--- config.mk ---
export PLATFORM = sky130hd
export DESIGN_NAME = epl_column_access_ctrl
export DESIGN_NICKNAME = d
export VERILOG_FILES = /design/src/rtl/epl_column_access_ctrl_pkg.sv /design/src/rtl/epl_col_phase_timer.sv /design/src/rtl/epl_column_access_ctrl.sv
export SDC_FILE = /design/constraint.sdc
export NUM_CORES = 1
export LEC_CHECK = 0
export CORE_AREA = 2 2 51 53
export DETAILED_ROUTE_END_ITERATION = 10
export DIE_AREA = 0 0 53 55
export PLACE_DENSITY = 0.73
export SYNTH_ARGS = -nofsm -noshare
export SYNTH_HDL_FRONTEND = slang
export SYNTH_SLANG_ARGS = --single-unit
--- constraint.sdc ---
create_clock -name pClk_i -period 1.4 [get_ports pClk_i]
set_clock_uncertainty 0.05 [all_clocks]
set_input_delay 0.21 -clock pClk_i [delete_from_list [all_inputs] [get_ports pClk_i]]
set_output_delay 0.21 -clock pClk_i [all_outputs]
set_load 0.05 [all_outputs]
--- src/rtl/epl_column_access_ctrl_pkg.sv ---
// Shared constants for the EPLFFRAM02 column access controller: address width,
// state encoding, default phase timing and a small sizing helper.
package epl_column_access_ctrl_pkg;

  localparam int ADDR_AY  = 6;
  localparam int ADDR_AYO = ADDR_AY;

  localparam int BL_W_DEF    = 3;
  localparam int T_SETUP_DEF = 2;
  localparam int T_CS_DEF    = 4;
  localparam int T_GAP_DEF   = 2;

  typedef enum logic [2:0] {
    ST_IDLE  = 3'd0,
    ST_SETUP = 3'd1,
    ST_CS    = 3'd2,
    ST_GAP   = 3'd3,
    ST_DONE  = 3'd4
  } state_e;

  function automatic int max3(input int a, input int b, input int c);
    int m;
    m = (a > b) ? a : b;
    return (m > c) ? m : c;
  endfunction

endpackage

--- src/rtl/epl_col_phase_timer.sv ---
// Down-counting phase timer: load a cycle count minus one, count down to zero,
// flag the terminal cycle of the phase.
module epl_col_phase_timer #(
  parameter int PW = 3
) (
  input  logic          clk_i,
  input  logic          rst_i,
  input  logic          load_i,
  input  logic [PW-1:0] load_val_i,
  output logic          tc_o
);

  logic [PW-1:0] cnt_q, cnt_d;

  always_comb begin
    cnt_d = cnt_q;
    if (load_i) begin
      cnt_d = load_val_i;
    end else if (cnt_q != '0) begin
      cnt_d = cnt_q - PW'(1);
    end
  end

  always_ff @(posedge clk_i) begin
    if (rst_i) begin
      cnt_q <= '0;
    end else begin
      cnt_q <= cnt_d;
    end
  end

  assign tc_o = (cnt_q == '0);

endmodule

--- src/rtl/epl_column_access_ctrl.sv ---
// Column access sequencer: per column runs SETUP/CS/GAP phases, wraps the column address.
// Optional EPL_COL_ABORT_EN adds pAbort_i/pAborted_o to cut a burst short.
module epl_column_access_ctrl
  import epl_column_access_ctrl_pkg::*;
#(
  parameter int AW      = ADDR_AY,
  parameter int BL_W    = BL_W_DEF,
  parameter int T_SETUP = T_SETUP_DEF,
  parameter int T_CS    = T_CS_DEF,
  parameter int T_GAP   = T_GAP_DEF
) (
  input  logic            pClk_i,
  input  logic            pRst_i,
  input  logic            pReq_i,
  input  logic [AW-1:0]   pAddr_i,
  input  logic [BL_W-1:0] pBurst_i,
`ifdef EPL_COL_ABORT_EN
  input  logic            pAbort_i,
  output logic            pAborted_o,
`endif
  output logic            pAck_o,
  output logic [AW-1:0]   pAc_o,
  output logic            pCsEn_o,
  output logic            pLast_o,
  output logic            pBusy_o,
  output logic            pDone_o
);

  localparam int PW = $clog2(max3(T_SETUP, T_CS, T_GAP)) + 1;
  localparam logic [PW-1:0] LD_SETUP = PW'(T_SETUP - 1);
  localparam logic [PW-1:0] LD_CS    = PW'(T_CS - 1);
  localparam logic [PW-1:0] LD_GAP   = PW'(T_GAP - 1);

  state_e          state_q, state_d;
  logic [AW-1:0]   ac_q;
  logic [BL_W-1:0] rem_q;
  logic            tmr_load, tmr_tc;
  logic [PW-1:0]   tmr_val;
  logic            ack_w, last_col, gap_end, abort_w, in_burst;

  assign in_burst = (state_q == ST_SETUP) || (state_q == ST_CS) || (state_q == ST_GAP);
  assign ack_w    = (state_q == ST_IDLE) && pReq_i;
  assign last_col = (rem_q == BL_W'(1));

`ifdef EPL_COL_ABORT_EN
  logic aborted_q;

  assign abort_w = pAbort_i && in_burst;

  always_ff @(posedge pClk_i) begin
    if (pRst_i) begin
      aborted_q <= 1'b0;
    end else if (abort_w) begin
      aborted_q <= 1'b1;
    end else if (state_q == ST_DONE) begin
      aborted_q <= 1'b0;
    end
  end

  assign pAborted_o = !pRst_i && (state_q == ST_DONE) && aborted_q;
`else
  assign abort_w = 1'b0;
`endif

  // Address and column count only move on the final GAP cycle, never inside CS.
  assign gap_end = (state_q == ST_GAP) && tmr_tc && !abort_w;

  epl_col_phase_timer #(.PW(PW)) u_timer (
    .clk_i      (pClk_i),
    .rst_i      (pRst_i),
    .load_i     (tmr_load),
    .load_val_i (tmr_val),
    .tc_o       (tmr_tc)
  );

  always_ff @(posedge pClk_i) begin
    if (pRst_i) begin
      state_q <= ST_IDLE;
    end else begin
      state_q <= state_d;
    end
  end

  always_comb begin
    state_d  = state_q;
    tmr_load = 1'b0;
    tmr_val  = '0;
    case (state_q)
      ST_IDLE: begin
        if (pReq_i) begin
          state_d  = ST_SETUP;
          tmr_load = 1'b1;
          tmr_val  = LD_SETUP;
        end
      end
      ST_SETUP: begin
        if (tmr_tc) begin
          state_d  = ST_CS;
          tmr_load = 1'b1;
          tmr_val  = LD_CS;
        end
      end
      ST_CS: begin
        if (tmr_tc) begin
          state_d  = ST_GAP;
          tmr_load = 1'b1;
          tmr_val  = LD_GAP;
        end
      end
      ST_GAP: begin
        if (tmr_tc) begin
          if (last_col) begin
            state_d = ST_DONE;
          end else begin
            state_d  = ST_SETUP;
            tmr_load = 1'b1;
            tmr_val  = LD_SETUP;
          end
        end
      end
      ST_DONE: state_d = ST_IDLE;
      default: state_d = ST_IDLE;
    endcase
    if (abort_w) begin
      state_d = ST_DONE;
    end
  end

  always_comb begin
    pAck_o  = 1'b0;
    pCsEn_o = 1'b0;
    pLast_o = 1'b0;
    pBusy_o = 1'b0;
    pDone_o = 1'b0;
    if (!pRst_i) begin
      case (state_q)
        ST_IDLE:  pAck_o = pReq_i;
        ST_SETUP: pBusy_o = 1'b1;
        ST_CS: begin
          pBusy_o = 1'b1;
          pCsEn_o = 1'b1;
          pLast_o = last_col;
        end
        ST_GAP:   pBusy_o = 1'b1;
        ST_DONE:  pDone_o = 1'b1;
        default:  pBusy_o = 1'b0;
      endcase
    end
  end

  always_ff @(posedge pClk_i) begin
    if (pRst_i) begin
      ac_q  <= '0;
      rem_q <= '0;
    end else if (ack_w) begin
      ac_q  <= pAddr_i;
      rem_q <= (pBurst_i == '0) ? BL_W'(1) : pBurst_i;
    end else if (gap_end) begin
      ac_q  <= ac_q + AW'(1);
      rem_q <= rem_q - BL_W'(1);
    end
  end

  assign pAc_o = pRst_i ? '0 : ac_q;

endmodule

==> results of run 1 <==
-- area by class of cell --
cell class / count / area, um2 / share of cell area
timing repair buffer: 68 / 757 / 0.380
sequential: 15 / 313 / 0.157
clock buffer: 3 / 22.5 / 0.0113
inverter: 7 / 26.3 / 0.0132
multi-input combinational: 92 / 830 / 0.417
tap: 30 / 37.5 / 0.0189
clock inverter: 1 / 5.00 / 0.00251
-- what timing repair did --
action	CTS	global route
pin swaps	22	15
setup buffers	15	7
cloned	0	0
hold endpoints to repair	0	0
endpoints found under the setup margin	24	22
gates resized for setup	40	22
-- routing by layer --
layer  wire length [um]  part of all wire
met5                  0                 0
met4                133             0.031
met3                248             0.058
met2               2330              0.54
met1               1590              0.37
-- through the flow --
step	hold WS [ns]	instances	power [mW]	cell area, um2
finish	0.403	216	3.76	1990
global route	0.429	216	3.91	1990
CTS	0.417	211	3.33	1880
detailed placement	0.398	192	2.49	1590
global placement	0.398	192	2.40	1590
floorplan	0.296	121	1.80	1090
-- critical path, cell delays in order (launching register included) --
cell and delay, ns:
dfxtp_2 0.35, buf_4 0.14, or3b_4 0.41, a21oi_4 0.31, buf_6 0.16, buf_4 0.10, o21ai_2 0.06, a21oi_1 0.20
-- registers in the layout, indices dropped and copies added (netlist names) --
name	cells
ac_q	6
state_q	3
rem_q	3
u_timer.cnt_q	3
-- placed cells by master, fill, tap and decap left out, types with 3 or more instances in the layout --
master           Yosys  routed
nor2b_2              0       6
o21ai_2              1       3
inv_2                0       3
buf_4                1      28
clkdlybuf4s50_1      0       9
nor2_4               0       3
nand2_1             15      13
a22o_1               3       3
a21oi_2              0       4
nor2_1               7       3
clkbuf_4             0       3
dfxtp_1             15       9
inv_1                7       4
buf_12               0      12
and2_4               1       3
a21oi_1              9       5
buf_6                2      15
dfxtp_2              0       4
nor3_1               7       4
ha_1                 5       3
-- worst paths after layout --
path	start	end	slack, ns	cells after the start
max reg2reg	state_q[0]	ac_q[4]	-0.45	7
max	state_q[0]	ac_q[4]	-0.45	7
min reg2reg	rem_q[1]	rem_q[1]	0.43	2
min	pAddr_i[0]	ac_q[0]	0.40	3
-- power by group through the flow --
stage / clock network (mW) / registers [mW] / logic, mW
finish: 0.280 / 0.704 / 2.78
global route: 0.290 / 0.713 / 2.91
CTS: 0.261 / 0.681 / 2.39
detailed placement: 0 / 0.678 / 1.81
global placement: 0 / 0.667 / 1.73
floorplan: 0 / 0.631 / 1.17
-- synth_stat cells (2+ instances only) --
cell / number
dfxtp_1: 15
nand2_1: 15
a21oi_1: 9
inv_1: 7
nor2_1: 7
nor3_1: 7
nor2b_1: 6
ha_1: 5
o21ai_0: 4
a22o_1: 3
nand2b_1: 3
and2_1: 2
and4b_1: 2
buf_2: 2
buf_6: 2
clkbuf_1: 2
nand3_1: 2
nand3b_1: 2
-- logic make-up (layout without fill, tap and decap cells) --
family                     count (synthesis)  after routing
and+or+nand+nor                           58             58
AOI/OAI and AO/OA                         27             27
DFF                                       15             15
buffers and inverters                     14             79
adders and majority gates                  5              5
xor gates and xnor gates                   1              1
muxes                                      1              1
==> run summary, run 1 <==
H-tree depth: 1
Hold_buf cts: 0
Mean Syn Cell Area: 8.31 um2
Share of cells above drive strength 1: 0.602
Post-Synth XOR/XNOR Area: 0.00871
Synth-to-Final Area Change: 97.9%
Dpl ws: -0.517 ns
Setup crit start kind: flip-flop
P_sw: 1.61 mW
CP Max Fanout: 6
Worst IR Drop VDD: 0.00140 V
Fin util: 0.842
Cell Int Power: 2.16 mW
Post-synth EDFFs: 0
Initial antenna violation count: 0
Die area: 2920 um2
Initial Util: 0.425
Largest family of logic cells by synthesized area: simple AND/OR/NAND/NOR gates
CTS tree: built
Synth warn: 0
Register area share after synthesis: 0.299
Worst hold path type: in2reg
Clock Power Share: 0.074
Leakage: 0.820 nW
Final setup violating endpoints: 21
Worst EP arrival: 2.02 ns
Root Buffer Master: clkbuf_4
Switching part of the total power: 0.427
Rel. slew slack: 0.783
Post-Synthesis Cells: 121
Number of I/O pins: 23
Global placer's final weighted congestion: 0.839
Fillers: 120
DRC viols: 0
Clk_lat worst skew: 0.30 ns
Gr busiest metal: met2
DR vias/cell: 5.76
Async SR Flop Fraction: 0
Fin. max-slew vios: 0
Core Box Area: 2360 um2
Wire per inst: 19.9 um
Req. time, crit path: 1.57 ns
Post-synthesis mux area share: 0.00995
Clk buf depth: 2
GRT overflow: 0
Hold Vio Cnt, Final: 0
Total CTS buffers: 3
GRT met3 Usage: 0.0403
Failing checks: negative setup slack
GRT Total Usage: 0.268
Synth area leader: dfxtp_1
Wire length of the first global-routing pass: 5.55 mm
Vias in the first global route: 1,248
Core Rows: 18
Crit. End Element: flip-flop
Met1 usage: 0.278
IO buf count: 22
Simple logic cell fraction of the synthesized area: 0.350
Antenna viol nets, final: 0
Die height: 55 um
Combinational share of power: 0.739
Diodes inserted: 0
Clock-pin slew on the worst setup and hold paths: 0.11 ns
Clk sinks: 15
DRT Wirelength: 4.30 mm
Yosys reg bits: 15
1st-pass router iterations: 5
Max-cap violations: 0
Synth top area share: 0.299
Met2 Use GR: 0.519
Post-Syn Area: 1010 um2
Status: finished, violations left
Flop pwr share: 0.187
Crit share post-route: 1.32
Largest net degree at the start of global routing: 13
Final nets: 204
Syn nets: 138
Synth area leaders: dfxtp_1, ha_1, nand2_1
Type of the worst setup path: reg2reg
Post-synth cell types: 44
Ys flop type: dfxtp_1
Fin crit period: 1.85 ns
Compound-gate portion of the synthesized area: 0.198
Setup_tns: -4.77 ns
Final worst-path setup slack: -0.451 ns
Actual slew at the worst max-slew pin: 0.324 ns
DIE WIDTH: 53 um
Final HPWL DP: 2.18 mm
Fmax: 540 MHz
PwrDens: 1890 nW/um2
Adder-cell share of the synthesized area: 0.0622
Via count: 1,244
DR iter-0 viols: 36
RSZ-0062 raised after global routing: true
Note: power is estimated with default switching activity, not from simulation.
==> run 2: changes to the inputs <==
Settings changed: CORE_AREA 2 2 51 53 to 2 2 50 52, DIE_AREA 0 0 53 55 to 0 0 52 54, SYNTH_HIERARCHICAL from default to 1.
==> run 2 against run 1 <==
Against the previous run:
- the run still ends with negative setup slack left
- register-to-register slack is essentially flat
- largest cell class unchanged
- combinational power down 14%
- die area decreased by 3.7%
- final cell count shrank 2.8%
- critical path type unchanged
- count of clock-buffer cells in the layout grew 1
- worst setup slack worse by 0.0036 ns
- global-route usage shrank 3.8 points
- largest power group unchanged
==> run summary, run 2 <==
IO buf count: 22 (unchanged)
Clk sinks: 15 (unchanged)
Leakage: 0.750 nW (-8.6%)
Hold_buf cts: 0 (unchanged)
Diodes inserted: 0 (unchanged)
Core Rows: 18 (unchanged)
Post-synth cell types: 41 (-6.8%)
Post-synthesis mux area share: 0 (-0.00995)
Slowest stage cell on the critical path: dfxtp_2
Post-Syn Area: 967 um2 (-3.9%)
RSZ-0062 raised after global routing: true
Cell Int Power: 1.93 mW (-11%)
CP Depth: 9 (+2)
Switching part of the total power: 0.425 (-0.00184)
Max incr delay on CP: 0.34 ns (-0.07 ns)
Adder-cell share of the synthesized area: 0.0647 (+0.00249)
Async SR Flop Fraction: 0 (unchanged)
Total CTS buffers: 3 (unchanged)
Clock-pin slew on the worst setup and hold paths: 0.09 ns (-0.02 ns)
Fin crit period: 1.85 ns (+0.00358 ns)
Hold Vio Cnt, Final: 0 (unchanged)
Mean Syn Cell Area: 8.06 um2 (-3.1%)
Vias in the first global route: 1,070 (-14%)
Final HPWL DP: 2.08 mm (-4.4%)
Synth-to-Final Area Change: 103%
Die area: 2810 um2 (-3.7%)
Type of the worst setup path: reg2reg
Final worst-path setup slack: -0.454 ns (-0.00358 ns)
Layout Cells excl Fill: 210 (-2.8%)
Largest family of logic cells by synthesized area: simple AND/OR/NAND/NOR gates
Synth area leaders: dfxtp_1, nor2b_1, ha_1
Share of cells above drive strength 1: 0.594 (-0.00771)
Status: finished, violations left
Most common cell after layout, fill and taps aside: buf_4
Fillers: 126 (+5.0%)
Register area share after synthesis: 0.310 (+0.0120)
Wire length of the first global-routing pass: 4.66 mm (-16%)
Initial antenna violation count: 0 (unchanged)
Crit. End Element: flip-flop
Final Power: 3.35 mW (-11%)
Die height: 54 um (-1.8%)
Fmax: 539 MHz (-0.19%)
R2R cell count: 9 (+2)
Combinational share of power: 0.714 (-0.025)
H-tree depth: 1 (unchanged)
Req. time, crit path: 1.54 ns (-0.03 ns)
Global placer's final weighted congestion: 0.749 (-11%)
Reg with most FFs: ac_q
Clk buf depth: 2 (unchanged)
Clk_lat worst skew: 0.29 ns (about the same)
Syn nets: 137 (-0.72%)
Largest register FFs: 6 (unchanged)
Simple logic cell fraction of the synthesized area: 0.344 (-0.00539)
Failing checks: negative setup slack
DRC viols: 0 (unchanged)
DR vias/cell: 5.63 (-2.3%)
Crit share post-route: 1.32 (+0.00256)
Post-Synthesis Cells: 120 (-0.83%)
Yosys reg bits: 15 (unchanged)
GRT overflow: 0 (unchanged)
Synth top area share: 0.310 (+0.0120)
Post-synth EDFFs: 0 (unchanged)
Compound-gate portion of the synthesized area: 0.188 (-0.0102)
Worst EP arrival: 1.99 ns (-0.03 ns)
Synth top cells by count: dfxtp_1, nor2_1, nor2b_1, inv_1, nand2_1
Critical path's top delay family: simple AND/OR/NAND/NOR gates
WHS Path Cells: 3 (unchanged)
Critical-path cell list: inv_2 -> ha_4 -> nand2b_4 -> inv_6 -> buf_6 -> and4b_2 -> and4_4 -> nor3_4 -> a2111oi_4
Synth warn: 6 (+6)
DR iter-0 viols: 24 (-33%)
Clock Power Share: 0.077 (+0.003)
Core Box Area: 2320 um2 (-1.9%)
Max-cap violations: 0 (unchanged)
Fin. max-slew vios: 0 (unchanged)
PwrDens: 1710 nW/um2 (-9.6%)
Largest net degree at the start of global routing: 12 (-1)
Ys flop type: dfxtp_1
1st-pass router iterations: 4 (-1)
Root Buffer Master: clkbuf_4
GRT Total Usage: 0.230 (-0.0382)
Initial Util: 0.417 (-0.00846)
Final nets: 198 (-2.9%)
CP Buf/Inv Count: 3 (unchanged)
CTS tree: built
Number of I/O pins: 23 (unchanged)
DP Cell Count: 190 (-1.0%)
CP Max Fanout: 5 (-1)
DIE WIDTH: 52 um (-1.9%)
Most frequent cells in the layout: buf_4, buf_12, clkdlybuf4s50_1
Flop pwr share: 0.209 (+0.022)
Final setup violating endpoints: 17 (-19%)
Via count: 1,182 (-5.0%)
Worst hold path type: in2reg
Worst IR Drop VDD: 0.00146 V (+4.1%)
Setup crit start kind: flip-flop
DRT Wirelength: 3.75 mm (-13%)
Wire per inst: 17.8 um (-10%)
Antenna viol nets, final: 0 (unchanged)
Post-Synth XOR/XNOR Area: 0.0272 (+0.0185)
P_sw: 1.43 mW (-11%)
Synth area leader: dfxtp_1
[run 2: cell types whose count changed after synthesis, moves of 3 or more]
cell,delta
nand2_1,-8
nor2_1,+8
a21oi_1,-6
nor2b_1,+5
a211oi_1,+3
a22o_1,-3
clkbuf_1,+3
[run 2: cell families (layout without fill, tap and decap cells)]
family,Yosys count,count (layout)
buf+inv,15,75
compound gates,23,23
xor+xnor,3,3
flops,15,15
simple gates,58,58
fa+ha+maj,5,5
other cells,1,1
[run 2: per-stage QoR]
step | setup WS [ns] | instance area (um2) | util | hold slack, ns | TNS [ns]
6_report | -0.454 | 1960 | 0.846 | 0.412 | -4.96
5_1_grt | -0.541 | 1960 | 0.846 | 0.456 | -6.19
4_1_cts | -0.343 | 1760 | 0.757 | 0.402 | -4.44
3_5_place_dp | -0.562 | 1620 | 0.697 | 0.435 | -5.14
3_3_place_gp | -0.492 | 1620 | 0.697 | 0.421 | -4.54
2_1_floorplan | -0.331 | 1130 | - | 0.229 | -1.55
[run 2: path summary, 6_finish.rpt]
path / startpoint / endpoint / slack [ns]
worst max-delay path: u_timer/cnt_q[0] / ac_q[4] / -0.45
worst min-delay path: pRst_i / u_timer/cnt_q[0] / 0.41
worst max register to register: u_timer/cnt_q[0] / ac_q[4] / -0.45
worst min register to register: rem_q[1] / rem_q[1] / 0.47
[run 2: layout make-up]
class | count | area [um2] | share of cell area
Inverter | 9 | 38.8 | 0.0198
Clock buffer | 4 | 26.3 | 0.0134
Sequential cell | 15 | 317 | 0.161
Tap cell | 30 | 37.5 | 0.0191
Timing Repair Buffer | 62 | 656 | 0.334
Multi-Input combinational cell | 90 | 887 | 0.452
[run 2: power by group through the flow]
stage	registers, mW	logic (mW)	clock network (mW)
after global routing	0.710	2.52	0.284
after floorplan	0.638	1.03	0
after global placement	0.669	1.61	0
after CTS	0.664	1.88	0.257
final	0.702	2.39	0.258
after detailed placement	0.675	1.68	0
[run 2: metal layers]
metal  GRT usage  routed length, um
met1       0.240               1390
met2       0.435               2160
met3      0.0528                120
met4       0.105                 79
met5           0                  0
[run 2: repair_timing]
action | in CTS | in global routing
endpoints found under the setup margin | 22 | 20
setup buffers | 9 | 8
gates resized for setup | 17 | 34
cloned | 0 | 0
pin swaps | 10 | 11
[run 2: tightest hold or removal path, delay by kind of cell]
family	cells	cell delay (ns)
buffers and inverters	2	0.45
AOI/OAI and AO/OA	1	0.05
==> run 3: changes to the inputs <==
Settings changed: CORE_AREA 2 2 50 52 to 2 2 51 53, DIE_AREA 0 0 52 54 to 0 0 53 55, SYNTH_HIERARCHICAL 1 to default.
==> results of run 3 <==
The final DEF is identical to that of run 1; final timing and power are the same.
